File: src/rtl/shifter_pkg.sv
// Shared types and helpers for the iterative shift unit (seq_shifter).
package shifter_pkg;

  // Operation codes. 3'b110 and 3'b111 are reserved and execute as PASS.
  typedef enum logic [2:0] {
    OP_PASS = 3'b000,
    OP_LSL  = 3'b001,
    OP_LSR  = 3'b010,
    OP_ASR  = 3'b011,
    OP_ROL  = 3'b100,
    OP_ROR  = 3'b101
  } shift_op_e;

  // Control FSM states.
  typedef enum logic [1:0] {
    ST_IDLE  = 2'b00,
    ST_SHIFT = 2'b01,
    ST_DONE  = 2'b10
  } shift_state_e;

  localparam int DEFAULT_WIDTH = 16;

  // Width of the shift-amount field for a given operand width.
  function automatic int amt_width(input int width);
    return $clog2(width);
  endfunction

  // True for opcodes that actually move bits (LSL..ROR); PASS and
  // reserved codes complete without entering SHIFT.
  function automatic logic op_moves_bits(input logic [2:0] op);
    logic r;
    case (op)
      OP_LSL, OP_LSR, OP_ASR, OP_ROL, OP_ROR: r = 1'b1;
      default:                                r = 1'b0;
    endcase
    return r;
  endfunction

endpackage

File: src/rtl/shift_step.sv
// shift_step: combinational single-position shift/rotate of one operand.
// out_bit is the bit that leaves the word on this step (0 for PASS/reserved).
module shift_step
  import shifter_pkg::*;
#(
  parameter int WIDTH = DEFAULT_WIDTH
) (
  input  logic [WIDTH-1:0] data,
  input  logic [2:0]       op,
  output logic [WIDTH-1:0] next_data,
  output logic             out_bit
);

  // One-position step selected by the opcode.
  always_comb begin
    next_data = data;
    out_bit   = 1'b0;
    case (op)
      OP_LSL: begin
        next_data = {data[WIDTH-2:0], 1'b0};
        out_bit   = data[WIDTH-1];
      end
      OP_LSR: begin
        next_data = {1'b0, data[WIDTH-1:1]};
        out_bit   = data[0];
      end
      OP_ASR: begin
        next_data = {data[WIDTH-1], data[WIDTH-1:1]};
        out_bit   = data[0];
      end
      OP_ROL: begin
        next_data = {data[WIDTH-2:0], data[WIDTH-1]};
        out_bit   = data[WIDTH-1];
      end
      OP_ROR: begin
        next_data = {data[0], data[WIDTH-1:1]};
        out_bit   = data[0];
      end
      default: begin
        next_data = data;
        out_bit   = 1'b0;
      end
    endcase
  end

endmodule

File: src/rtl/seq_shifter.sv
// seq_shifter: iterative shift/rotate unit, one bit position per clock,
// valid/ready on both sides, no bypass from DONE back to accept.
// Optional feature macro: SHIFTER_CARRY_EN adds the out_carry port and
// the carry register (last bit shifted/rotated out).
module seq_shifter
  import shifter_pkg::*;
#(
  parameter int WIDTH = DEFAULT_WIDTH,
  parameter int AMT_W = amt_width(WIDTH)
) (
  input  logic             clk,
  input  logic             rst_n,
  input  logic             in_valid,
  output logic             in_ready,
  input  logic [WIDTH-1:0] in_data,
  input  logic [2:0]       in_op,
  input  logic [AMT_W-1:0] in_amt,
  output logic             out_valid,
  input  logic             out_ready,
  output logic [WIDTH-1:0] out_data,
`ifdef SHIFTER_CARRY_EN
  output logic             out_carry,
`endif
  output logic             busy
);

  localparam logic [AMT_W-1:0] CNT_ZERO = AMT_W'(0);
  localparam logic [AMT_W-1:0] CNT_ONE  = AMT_W'(1);

  shift_state_e     r_state;
  logic [WIDTH-1:0] r_data;
  logic [2:0]       r_op;
  logic [AMT_W-1:0] r_cnt;
  logic             r_in_ready;
  logic             r_out_valid;
  logic             r_busy;

  logic [WIDTH-1:0] w_next_data;
  logic             w_accept;
  logic             w_direct;

`ifdef SHIFTER_CARRY_EN
  logic             r_carry;
  logic             w_step_bit;
`else
  logic             w_step_bit_unused;
`endif

  // in_ready is only ever high in IDLE, so it alone qualifies the accept.
  assign w_accept = in_valid && r_in_ready;
  // Zero amount or a non-moving opcode finishes without a SHIFT phase.
  assign w_direct = (in_amt == CNT_ZERO) || !op_moves_bits(in_op);

  shift_step #(
    .WIDTH (WIDTH)
  ) u_step (
    .data      (r_data),
    .op        (r_op),
    .next_data (w_next_data),
`ifdef SHIFTER_CARRY_EN
    .out_bit   (w_step_bit)
`else
    .out_bit   (w_step_bit_unused)
`endif
  );

  // Control FSM with working, op, count and registered handshake outputs.
  always_ff @(posedge clk) begin
    if (!rst_n) begin
      r_state     <= ST_IDLE;
      r_data      <= {WIDTH{1'b0}};
      r_op        <= 3'b000;
      r_cnt       <= CNT_ZERO;
      r_in_ready  <= 1'b0;
      r_out_valid <= 1'b0;
      r_busy      <= 1'b0;
`ifdef SHIFTER_CARRY_EN
      r_carry     <= 1'b0;
`endif
    end else begin
      case (r_state)
        ST_IDLE: begin
          if (w_accept) begin
            r_data     <= in_data;
            r_op       <= in_op;
            r_cnt      <= in_amt;
            r_in_ready <= 1'b0;
            r_busy     <= 1'b1;
`ifdef SHIFTER_CARRY_EN
            r_carry    <= 1'b0;
`endif
            if (w_direct) begin
              r_state     <= ST_DONE;
              r_out_valid <= 1'b1;
            end else begin
              r_state     <= ST_SHIFT;
              r_out_valid <= 1'b0;
            end
          end else begin
            r_in_ready  <= 1'b1;
            r_out_valid <= 1'b0;
            r_busy      <= 1'b0;
          end
        end
        ST_SHIFT: begin
          r_data <= w_next_data;
          r_cnt  <= r_cnt - CNT_ONE;
`ifdef SHIFTER_CARRY_EN
          r_carry <= w_step_bit;
`endif
          if (r_cnt == CNT_ONE) begin
            r_state     <= ST_DONE;
            r_out_valid <= 1'b1;
          end else begin
            r_state     <= ST_SHIFT;
            r_out_valid <= 1'b0;
          end
        end
        ST_DONE: begin
          // Result and carry are frozen here until the consumer takes them.
          if (out_ready) begin
            r_state     <= ST_IDLE;
            r_out_valid <= 1'b0;
            r_busy      <= 1'b0;
            r_in_ready  <= 1'b1;
          end else begin
            r_state     <= ST_DONE;
            r_out_valid <= 1'b1;
            r_busy      <= 1'b1;
            r_in_ready  <= 1'b0;
          end
        end
        default: begin
          r_state     <= ST_IDLE;
          r_in_ready  <= 1'b0;
          r_out_valid <= 1'b0;
          r_busy      <= 1'b0;
        end
      endcase
    end
  end

  assign in_ready  = r_in_ready;
  assign out_valid = r_out_valid;
  assign out_data  = r_data;
  assign busy      = r_busy;
`ifdef SHIFTER_CARRY_EN
  assign out_carry = r_carry;
`endif

endmodule

File: config.mk
export PLATFORM = sky130hd
export DESIGN_NAME = seq_shifter
export DESIGN_NICKNAME = d
export VERILOG_FILES = /design/src/rtl/shifter_pkg.sv /design/src/rtl/shift_step.sv /design/src/rtl/seq_shifter.sv
export SDC_FILE = /design/constraint.sdc
export NUM_CORES = 1
export LEC_CHECK = 0
export ABC_AREA = 1
export ABC_CLOCK_PERIOD_IN_PS = 1300
export CORE_MARGIN = 1.5
export CORE_UTILIZATION = 30
export DETAILED_ROUTE_END_ITERATION = 10
export DONT_BUFFER_PORTS = 1
export PLACE_DENSITY = 0.48
export SLEW_MARGIN = 0
export SYNTH_ARGS = -nofsm -noshare
export SYNTH_HDL_FRONTEND = slang
export SYNTH_SLANG_ARGS = --single-unit
File: constraint.sdc
create_clock -name clk -period 1.3 [get_ports clk]
set_input_delay 0.195 -clock clk [delete_from_list [all_inputs] [get_ports clk]]
set_output_delay 0.195 -clock clk [all_outputs]
set_load 0.005 [all_outputs]
==> impl_metrics.toml <==
[final_layout]
area_growth_syn_to_layout_pct = 19.1
fin_util_pct = 37.2
num-fill-cells = 665
finalNetCount = 338
fin_cells = 383
layout-drive-gt1-share_pct = 22.1
footprint_of_the_multi_input_gates_um2 = 1120
final-seq-area_um2 = 576
antenna-diode-count = 0

[sta]
worst_clock_skew_ns = 0.00416
achievable-frequency_mhz = 818
grt_setup_unrepaired = "true"
maxSlewViolCount = 0
finalSetupViolCount = 0
final_sum_of_negative_setup_slack_ns = 0
final.setup.worst_slack_ns = 0.0773
post-route-min-period_ns = 1.22
post-route-period-util_pct = 94.1
slew_headroom_pct = 83.8
worst_slew_pin_slew_ns = 0.241
timing_hold_violations_final = 0

[grt]
number_of_antenna_violations_at_the_first_check_in_global_routing = 0
grt.total_usage_pct = 15.1
largest_net_degree_at_the_start_of_global_routing = 27
grt_overflow = 0
vias_in_the_first_global_route = 1665
grt_first_pass_wirelength_mm = 7.89

[yosys]
syn_avg_cell_area_um2 = 6.43
asyncSetResetFlopFracSynth_pct = 0
yosys_warnings = 0
synth_top_family_by_area = "simple AND/OR/NAND/NOR gates"
synth-edff-count = 0
synth.ff_latch_count = 28
synth_top_area_share_pct = 30.2
post_synth_cell_types = 28
synth.mux.area_fraction_pct = 0
post_synth_fa_ha_maj_area_fraction_pct = 1.35
ys_dominant_reg_cell = "sky130_fd_sc_hd__dfxtp_1"
mapped_nets = 318
syn_area_um2 = 1860
synthesized_area_fraction_occupied_by_ao_oa_aoi_and_oai_cells_pct = 11.7
netlist_instances = 289
post_synth_xor_area_fraction_pct = 0
yosys-top-cells-area = "sky130_fd_sc_hd__dfxtp_1 30%, sky130_fd_sc_hd__nand2_1 17%, sky130_fd_sc_hd__nor2_1 9.9%, sky130_fd_sc_hd__a21oi_1 6.2%, sky130_fd_sc_hd__nand3_1 5.9%"
synth_top_cells_by_count = "84 x sky130_fd_sc_hd__nand2_1, 49 x sky130_fd_sc_hd__nor2_1, 28 x sky130_fd_sc_hd__dfxtp_1"
synth-simple-area-share_pct = 45.5
synth.yosys.seq_area_share_pct = 30.2
synth_most_common_cell = "sky130_fd_sc_hd__nand2_1"
post-synth-top-area-cell = "sky130_fd_sc_hd__dfxtp_1"

[placed_design]
dpl_worst_slack_ns = -0.0286
port_buffers = 0
gp_routability_congestion = 0.821
dp_cells = 373
post_detailed_placement_half_perimeter_wirelength_mm = 3.46

[clock_network]
number_of_clock_buffers_inserted_by_tritoncts = 3
htree_levels = 1
cts.reportedPaths.clkPinSlew_ns = 0.10
cts_num_sinks = 28
clkLatencyLatePin_ns = 0.28
clockBufferDepth = 2
cts_tree = "yes"
clk_root_buffer_cell = "sky130_fd_sc_hd__clkbuf_8"

[power]
p_comb_share_pct = 33.4
power_leakage_nw = 1.01
relative_contribution_of_the_clock_network_to_total_power_pct = 21.9
peakVddDrop_v = 0.000454
power.internal_mw = 1.62
pwr_density_cell_nw_per_um2 = 1160
power_switching_uw = 954
share_seq_of_total_power_pct = 44.6
switching_share_pct = 37.1

[setup_path]
critPathMaxFanout = 6
start_kind = "flip-flop"
crit_required_ns = 1.52
worstSetupEndpointType = "flip-flop"
worstPathArrival_ns = 1.45
timing_worst_setup_path_type = "flip-flop to flip-flop"

[flow_run]
maxCapViolations = 0

[drt]
drt_wl_cell_um = 12.6
detailedRoute.firstIterationViolations = 75
routed-via-count = 1765
count_of_unresolved_drc_violations_after_routing = 0
router_iterations_before_antenna_repair = 4
postRouteAntennaNets = 0
drt-vias-per-instance = 4.61
routed_wl_mm = 4.81

[outcome]
outcome = "finished clean"

[floorplanning]
die_width_um = 81.7
chipHeight_um = 81.7
boundaryPins = 46
placement_rows = 28
floorplan.die_area_um2 = 6670
core-area_um2 = 5960
floorplan.initialDensity_pct = 31.2

[min_path]
worstHoldPathType = "input port to flip-flop"
==> worst max-delay path, stage by stage (launching register included) <==
cell and delay, ns:
sky130_fd_sc_hd__dfxtp_4 0.37, sky130_fd_sc_hd__inv_4 0.07, sky130_fd_sc_hd__nand2_4 0.08, sky130_fd_sc_hd__inv_8 0.08, sky130_fd_sc_hd__nand4_4 0.18, sky130_fd_sc_hd__buf_6 0.19
sky130_fd_sc_hd__nand3_1 0.06, sky130_fd_sc_hd__nor2_1 0.04, sky130_fd_sc_hd__nor2_1 0.09
==> power by group through the flow <==
stage | Sequential, mW | Clock (mW) | Combinational [mW]
2_1_floorplan | 1.12 | 0 | 0.645
3_3_place_gp | 1.17 | 0 | 0.798
3_5_place_dp | 1.17 | 0 | 0.799
4_1_cts | 1.15 | 0.593 | 0.806
5_1_grt | 1.17 | 0.636 | 0.990
6_report | 1.15 | 0.564 | 0.859
==> per-layer routing <==
metal,global-route usage (%),part of all wire (%)
met5,0,0
met4,4.07,0.64
met3,3.33,4.2
met2,25.7,46
met1,19.2,49
==> final timing paths <==
check                   from  depth (start not counted)          end  slack [ns]
setup reg to reg  r_state[1]                          8  out_data[2]        0.08
hold reg to reg     r_cnt[3]                          2     r_cnt[3]        0.51
hold / removal         rst_n                          2     in_ready        0.02
setup / recovery  r_state[1]                          8  out_data[2]        0.08
==> registers in the layout, indices dropped and copies added, names as in the netlist <==
name	count
busy	1
out_data	16
out_valid	1
in_ready	1
r_state	2
r_op	3
r_cnt	4
==> kinds of logic after synthesis <==
| group | count (synthesis) |
|---|---|
| AOI/OAI and AO/OA | 39 |
| adders and majority gates | 2 |
| buffers and inverters | 42 |
| DFF | 28 |
| and+or+nand+nor | 178 |
==> per-stage QoR <==
stage / power, mW / hold WS, ns / instance area, um^2
after global routing: 2.80 / 0.00101 / 2210
after detailed placement: 1.97 / 0.301 / 2030
final: 2.57 / 0.0217 / 2210
after global placement: 1.97 / 0.299 / 2030
after floorplan: 1.77 / 0.330 / 1860
after CTS: 2.55 / 0.00163 / 2090
==> layout by cell type (no fill, tap or decap), types with 2 or more instances in the layout <==
cell type                  count
sky130_fd_sc_hd__dfxtp_4       3
sky130_fd_sc_hd__ha_1          2
sky130_fd_sc_hd__inv_2         2
sky130_fd_sc_hd__nand3_1      22
sky130_fd_sc_hd__a21oi_2       4
sky130_fd_sc_hd__nor2_2        2
sky130_fd_sc_hd__buf_4        19
sky130_fd_sc_hd__dfxtp_2       3
sky130_fd_sc_hd__nand2_1      84
sky130_fd_sc_hd__a21oi_1      19
sky130_fd_sc_hd__nor3_1        2
sky130_fd_sc_hd__nor2_1       47
sky130_fd_sc_hd__nand2_4       3
sky130_fd_sc_hd__nand3_2      11
sky130_fd_sc_hd__inv_1        26
sky130_fd_sc_hd__dfxtp_1      22
sky130_fd_sc_hd__buf_6         4
sky130_fd_sc_hd__o21ai_0      10
sky130_fd_sc_hd__nand2_8       2
sky130_fd_sc_hd__o211ai_1      2
sky130_fd_sc_hd__clkbuf_8      4
==> final cells by class <==
class | instances | share of cell area (%)
repair buffers | 26 | 10.5
clock buffers | 4 | 2.49
flip-flops and latches | 28 | 26.0
inverters | 31 | 5.94
well taps | 75 | 4.24
multi-input cells | 219 | 50.8
==> timing repair <==
item / CTS / global route
hold buffers: 0 / 1
endpoints found under the setup margin: 15 / 17
setup buffers: 0 / 5
hold endpoints to repair: 0 / 2
pin swaps: 0 / 6
gates resized for setup: 4 / 22
cloned: 0 / 0
Power figures use the tool's default switching activity.
